## src/rtl/morse_pkg.sv

```systemverilog
// Shared types and constants for the Morse encoder.
//   state_e : encoder FSM states
//   code_t  : decoded character {elem_cnt, elem_bits}; elem_bits is LSB-first, 1 = dash
//   *_UNITS : phase lengths in Morse time units
package morse_pkg;

  typedef enum logic [2:0] {
    StIdle,
    StMark,
    StGap,
    StLetterGap,
    StWordGap
  } state_e;

  localparam int unsigned DOT_UNITS        = 1;
  localparam int unsigned DASH_UNITS       = 3;
  localparam int unsigned GAP_UNITS        = 1;
  localparam int unsigned LETTER_UNITS     = 3;
  localparam int unsigned WORD_EXTRA_UNITS = 4;

  typedef struct packed {
    logic [2:0] elem_cnt;
    logic [4:0] elem_bits;
  } code_t;

endpackage

```

## src/rtl/morse_encoder_if.sv

```systemverilog
// Character handshake between a producer and the Morse encoder.
//   char_valid : producer offers char_data
//   char_data  : ASCII character
//   char_ready : encoder can accept a character this cycle
interface morse_encoder_if;
  logic       char_valid;
  logic [7:0] char_data;
  logic       char_ready;

  modport master (output char_valid, output char_data, input char_ready);
  modport slave  (input char_valid, input char_data, output char_ready);
endinterface

```

## src/rtl/morse_rom.sv

```systemverilog
// Combinational ASCII-to-Morse lookup.
//   char_data : ASCII input (letters are case-insensitive)
//   code      : element count and LSB-first element bits (1 = dash)
//   is_symbol : char_data is a letter or digit
//   is_space  : char_data is 0x20
module morse_rom
  import morse_pkg::*;
(
  input  logic [7:0] char_data,
  output code_t      code,
  output logic       is_symbol,
  output logic       is_space
);

  logic [7:0] up;

  always_comb begin
    up        = char_data;
    code      = '0;
    is_symbol = 1'b1;
    is_space  = 1'b0;
    if (char_data >= 8'h61 && char_data <= 8'h7A) begin
      up = char_data - 8'h20;
    end
    case (up)
      8'h41: code = '{3'd2, 5'b00010}; // A .-
      8'h42: code = '{3'd4, 5'b00001}; // B -...
      8'h43: code = '{3'd4, 5'b00101}; // C -.-.
      8'h44: code = '{3'd3, 5'b00001}; // D -..
      8'h45: code = '{3'd1, 5'b00000}; // E .
      8'h46: code = '{3'd4, 5'b00100}; // F ..-.
      8'h47: code = '{3'd3, 5'b00011}; // G --.
      8'h48: code = '{3'd4, 5'b00000}; // H ....
      8'h49: code = '{3'd2, 5'b00000}; // I ..
      8'h4A: code = '{3'd4, 5'b01110}; // J .---
      8'h4B: code = '{3'd3, 5'b00101}; // K -.-
      8'h4C: code = '{3'd4, 5'b00010}; // L .-..
      8'h4D: code = '{3'd2, 5'b00011}; // M --
      8'h4E: code = '{3'd2, 5'b00001}; // N -.
      8'h4F: code = '{3'd3, 5'b00111}; // O ---
      8'h50: code = '{3'd4, 5'b00110}; // P .--.
      8'h51: code = '{3'd4, 5'b01011}; // Q --.-
      8'h52: code = '{3'd3, 5'b00010}; // R .-.
      8'h53: code = '{3'd3, 5'b00000}; // S ...
      8'h54: code = '{3'd1, 5'b00001}; // T -
      8'h55: code = '{3'd3, 5'b00100}; // U ..-
      8'h56: code = '{3'd4, 5'b01000}; // V ...-
      8'h57: code = '{3'd3, 5'b00110}; // W .--
      8'h58: code = '{3'd4, 5'b01001}; // X -..-
      8'h59: code = '{3'd4, 5'b01101}; // Y -.--
      8'h5A: code = '{3'd4, 5'b00011}; // Z --..
      8'h30: code = '{3'd5, 5'b11111}; // 0 -----
      8'h31: code = '{3'd5, 5'b11110}; // 1 .----
      8'h32: code = '{3'd5, 5'b11100}; // 2 ..---
      8'h33: code = '{3'd5, 5'b11000}; // 3 ...--
      8'h34: code = '{3'd5, 5'b10000}; // 4 ....-
      8'h35: code = '{3'd5, 5'b00000}; // 5 .....
      8'h36: code = '{3'd5, 5'b00001}; // 6 -....
      8'h37: code = '{3'd5, 5'b00011}; // 7 --...
      8'h38: code = '{3'd5, 5'b00111}; // 8 ---..
      8'h39: code = '{3'd5, 5'b01111}; // 9 ----.
      default: begin
        is_symbol = 1'b0;
        is_space  = (up == 8'h20);
      end
    endcase
  end

endmodule

```

## src/rtl/morse_encoder.sv

```systemverilog
// Keys ASCII characters out as Morse code on a single LED.
//   UNIT_DIV : clock cycles per Morse time unit (>= 2)
//   clk, rst : clock and synchronous active-high reset
//   bus      : character handshake (slave side)
//   led      : registered keyed output, 1 = mark
//   busy     : a character (or word gap) is in progress
module morse_encoder
  import morse_pkg::*;
#(
  parameter int unsigned UNIT_DIV = 4194304
) (
  input  logic                  clk,
  input  logic                  rst,
  morse_encoder_if.slave        bus,
  output logic                  led,
  output logic                  busy
);

  localparam int unsigned DivW = (UNIT_DIV > 2) ? $clog2(UNIT_DIV) : 1;

  state_e          state_q, state_d;
  logic [DivW-1:0] div_q, div_d;
  logic [1:0]      unit_q, unit_d;
  logic [4:0]      elem_bits_q, elem_bits_d;
  logic [2:0]      elem_cnt_q, elem_cnt_d;
  logic            led_q;

  code_t rom_code;
  logic  rom_symbol;
  logic  rom_space;

  morse_rom u_rom (
    .char_data (bus.char_data),
    .code      (rom_code),
    .is_symbol (rom_symbol),
    .is_space  (rom_space)
  );

  logic       accept;
  logic       unit_tick;
  logic [1:0] last_unit;
  logic       phase_done;

  assign accept    = bus.char_valid && (state_q == StIdle);
  assign unit_tick = (div_q == DivW'(UNIT_DIV - 1));

  // Index of the final unit of the current phase.
  always_comb begin
    last_unit = '0;
    unique case (state_q)
      StMark:      last_unit = elem_bits_q[0] ? 2'(DASH_UNITS - 1) : 2'(DOT_UNITS - 1);
      StGap:       last_unit = 2'(GAP_UNITS - 1);
      StLetterGap: last_unit = 2'(LETTER_UNITS - 1);
      StWordGap:   last_unit = 2'(WORD_EXTRA_UNITS - 1);
      default:     last_unit = '0;
    endcase
  end

  assign phase_done = unit_tick && (unit_q == last_unit);

  always_comb begin
    state_d     = state_q;
    div_d       = unit_tick ? '0 : div_q + 1'b1;
    unit_d      = unit_tick ? unit_q + 2'd1 : unit_q;
    elem_bits_d = elem_bits_q;
    elem_cnt_d  = elem_cnt_q;

    unique case (state_q)
      StIdle: begin
        div_d  = '0;
        unit_d = '0;
        if (accept) begin
          elem_bits_d = rom_code.elem_bits;
          elem_cnt_d  = rom_code.elem_cnt;
          if (rom_symbol) begin
            state_d = StMark;
          end else if (rom_space) begin
            state_d = StWordGap;
          end
          // Unknown characters are consumed and the block stays ready.
        end
      end
      StMark: begin
        if (phase_done) begin
          elem_bits_d = elem_bits_q >> 1;
          elem_cnt_d  = elem_cnt_q - 3'd1;
          state_d     = (elem_cnt_q == 3'd1) ? StLetterGap : StGap;
        end
      end
      StGap: begin
        if (phase_done) state_d = StMark;
      end
      StLetterGap, StWordGap: begin
        if (phase_done) state_d = StIdle;
      end
      default: state_d = StIdle;
    endcase

    // Every phase boundary restarts unit timing so elements never drift.
    if (state_q != StIdle && phase_done) begin
      div_d  = '0;
      unit_d = '0;
    end
  end

  always_ff @(posedge clk) begin
    if (rst) begin
      state_q     <= StIdle;
      div_q       <= '0;
      unit_q      <= '0;
      elem_bits_q <= '0;
      elem_cnt_q  <= '0;
      led_q       <= 1'b0;
    end else begin
      state_q     <= state_d;
      div_q       <= div_d;
      unit_q      <= unit_d;
      elem_bits_q <= elem_bits_d;
      elem_cnt_q  <= elem_cnt_d;
      led_q       <= (state_d == StMark);
    end
  end

  assign led            = led_q;
  assign busy           = (state_q != StIdle);
  assign bus.char_ready = (state_q == StIdle);

endmodule

```

## src/flat_wrapper.sv

```systemverilog
// flat-port wrapper written by rule: the top's interface ports become plain ports
module morse_encoder_flat import morse_pkg::*;
#(
  parameter int unsigned UNIT_DIV = 4194304
)
  (clk, rst, led, busy, bus_char_valid, bus_char_data, bus_char_ready);
  morse_encoder_if bus_i ();
  input  logic clk;
  input  logic rst;
  output logic led;
  output logic busy;
  input wire logic [$bits(bus_i.char_valid)-1:0] bus_char_valid;
  input wire logic [$bits(bus_i.char_data)-1:0] bus_char_data;
  output wire logic [$bits(bus_i.char_ready)-1:0] bus_char_ready;
  assign bus_i.char_valid = bus_char_valid;
  assign bus_i.char_data = bus_char_data;
  assign bus_char_ready = bus_i.char_ready;
  morse_encoder #(.UNIT_DIV(UNIT_DIV)) u_core (.clk(clk), .rst(rst), .bus(bus_i), .led(led), .busy(busy));
endmodule
```

## config.mk

```make
export PLATFORM = sky130hd
export DESIGN_NAME = morse_encoder_flat
export DESIGN_NICKNAME = d
export VERILOG_FILES = /design/src/rtl/morse_pkg.sv /design/src/rtl/morse_encoder_if.sv /design/src/rtl/morse_rom.sv /design/src/rtl/morse_encoder.sv /design/src/flat_wrapper.sv
export SDC_FILE = /design/constraint.sdc
export NUM_CORES = 1
export LEC_CHECK = 0
export CAP_MARGIN = 20
export CORE_AREA = 2 2 66 68
export DETAILED_ROUTE_END_ITERATION = 8
export DIE_AREA = 0 0 68 70
export GPL_TIMING_DRIVEN = 0
export PLACE_DENSITY = 0.91
export SKIP_CTS_REPAIR_TIMING = 1
export SLEW_MARGIN = 20
export SYNTH_ARGS = -nofsm -noshare
export SYNTH_HDL_FRONTEND = slang
export SYNTH_SLANG_ARGS = --single-unit
```

## constraint.sdc

```tcl
create_clock -name clk -period 4.7 [get_ports clk]
set_input_delay 0.94 -clock clk [delete_from_list [all_inputs] [get_ports clk]]
set_output_delay 0.94 -clock clk [all_outputs]
set_load 0.005 [all_outputs]
```

==> reports/qor.txt <==
RSZ-0062 raised after global routing: false
element type at the critical path end: flip-flop
drt wl/cell: 15.0 um
gr usage total: 27.3%
remaining global-route overflow: 0
first-pass GRT wire length: 10300 um
post-synth top area cell: dfxtp_1
Max Cap Viol: 0
fmax: 0.319 GHz
die width: 68 um
actual slew at the worst max-slew pin: 0.674 ns
Post-Syn Instances: 333
worst rel slew slack: 54.8%
Ys Warns: 0
Placeable Area: 4140 sq um
Mean Syn Cell Area: 7.63 sq um
vias in the first global route: 2355
LEAKAGE: 0.941 nW
main flop type after synthesis: dfxtp_1
dpl hpwl: 4350 um
WP data required: 4.91 ns
via/cell ratio: 6.24
initial antenna violation count: 0
Reg clk slew, reported paths: 0.07 ns
Crit. Startpoint: bus_char_data[5]
Post-synth EDFFs: 0
boundary pin count: 14
Crit Path Max Fanout: 7
Yosys reg bits: 36
H-Tree Level Count: 2
Hold Fails Final Rpt: 0
CTS max path bufs: 2
Distinct cells, synth: 62
Syn Nets: 348
Setup Viol. Count Final: 0
PD cells: 234 nW/um^2
Layout Area Growth over Synthesis: 11.0%
peak supply drop: 0.125 mV
routed wire length: 6070 um
status: finished, final reports clean
GPL Wtd Cong: 0.913
synth cell count leaders: nor2_1, dfxtp_1, a21oi_1
main area contributors after synthesis: dfxtp_1, nor2_1, xor2_1, a21oi_1, nand3_1
Clock Tree Root: clkbuf_8
type of the worst min-delay path: flip-flop to flip-flop
Netlist Area Pre-Place: 2540 sq um
die height: 70 um
# rows: 24
Reg-to-Reg Start: u_core.div_q[0]$_SDFF_PP0_
share of layout cells above drive strength 1: 10.2%
element type at the critical path start: primary input
Layout Skew: 0.00701 ns
crit path kind: primary input to flip-flop
drt first pass iters: 5
count leader, synth: nor2_1
buffers added on ports: 12
Tmin final: 3.14 ns
CTS Sinks: 36
setup_tns: 0 ns
pin count of the biggest net entering global routing: 12
Hold Crit Start: u_core.div_q[0]$_SDFF_PP0_
Pins Over Slew Limit: 0
Inserted Clock Buffers: 5
# DRC: 0
final instance count without filler cells: 405
sequential element share of the synthesized area: 28.4%
CTS tree: built
antenna-violating nets left: 0
Total Die Area: 4760 sq um
share of flip-flops with an asynchronous set or reset: 0%
arrival time at the worst endpoint: 3.35 ns
Final period util: 66.8%
Yosys top cell area share: 28.4%
1st-iter DRT viols: 236
Diodes inserted: 0
vias: 2529
Placed Cells: 397
worst skew pair latency: 0.30 ns
flop2flop setup slack: 2.21 ns
Layout Nets: 367
starting density of the core: 61.3%
-- sequential cells by signal, summed over array words and instances (netlist names) --
register,count
u_core.div_q,22
u_core.state_q,3
u_core.elem_cnt_q,3
u_core.unit_q,2
u_core.led,1
u_core.elem_bits_q,5
-- cell type report --
class	count	area [sq um]
clock inverter	1	7.51
buffer	22	104
timing repair buffer	12	120
fill	344	1330
clock buffer	7	86.3
inverter	13	48.8
tap	52	65.1
multi-input combinational	262	1670
sequential	36	721
-- through the flow --
step                util [%]  power [mW]  hold slack [ns]  setup WS (ns)  instance area (sq um)
finish                  68.0       0.660            0.470           1.56                   2820
global route            68.0       0.683            0.498           1.23                   2820
CTS                     68.0       0.658            0.474           1.59                   2820
detailed placement      65.8       0.431            0.457           1.29                   2730
global placement        65.8       0.429            0.446           1.30                   2730
floorplan                  -       0.397            0.430           2.06                   2540
-- routing by layer --
metal	vias up	track usage, %	part of all wire (%)	wire, um
met2	113	44.1	49	2990
met3	17	4.51	6.3	380
met4	0	9.56	2.1	128
li1	1238	-	-	-
met1	1161	36.3	42	2570
met5	-	0	0	0
-- worst max-delay path: stages --
cell	delay (ns)
clkdlybuf4s50_1	0.58
inv_1	0.11
ha_1	0.21
nand3_1	0.15
a21oi_1	0.10
nor2_1	0.30
nand2_1	0.21
o32ai_1	0.42
a211oi_1	0.13
a211oi_1	0.21
-- where the power goes --
part | switching, mW | internal [mW] | leakage (nW)
registers | 0.00394 | 0.309 | 0.291
logic | 0.0678 | 0.0461 | 0.606
clock network | 0.114 | 0.119 | 0.0445
-- kinds of logic after synthesis --
| group | synth area share [%] |
|---|---|
| flip-flops | 28.4 |
| XOR/XNOR | 8.28 |
| multiplexers | 0.394 |
| AND/OR/NAND/NOR | 30.6 |
| AO/OA/AOI/OAI | 24.4 |
| buffers and inverters | 6.01 |
| adder cells (fa/ha/maj) | 1.97 |
-- cells in the final DEF, fill, tap and decap left out, types with 10 or more instances in the layout --
| cell type | count |
|---|---|
| o21ai_0 | 13 |
| clkdlybuf4s50_1 | 12 |
| inv_1 | 13 |
| xor2_1 | 15 |
| nand2_1 | 18 |
| nor2_1 | 45 |
| nand3_1 | 18 |
| a21oi_1 | 26 |
| buf_2 | 11 |
| nor3_1 | 10 |
| dfxtp_1 | 36 |
-- worst paths after layout --
path,to,cells past startpoint
worst max-delay path,u_core.elem_cnt_q[1]$_SDFFE_PP0P_,10
worst min-delay path,u_core.div_q[0]$_SDFF_PP0_,1
worst max register to register,u_core.elem_bits_q[1]$_SDFFE_PP0P_,9
worst min register to register,u_core.div_q[0]$_SDFF_PP0_,1
Note: power is estimated with default switching activity, not from simulation.
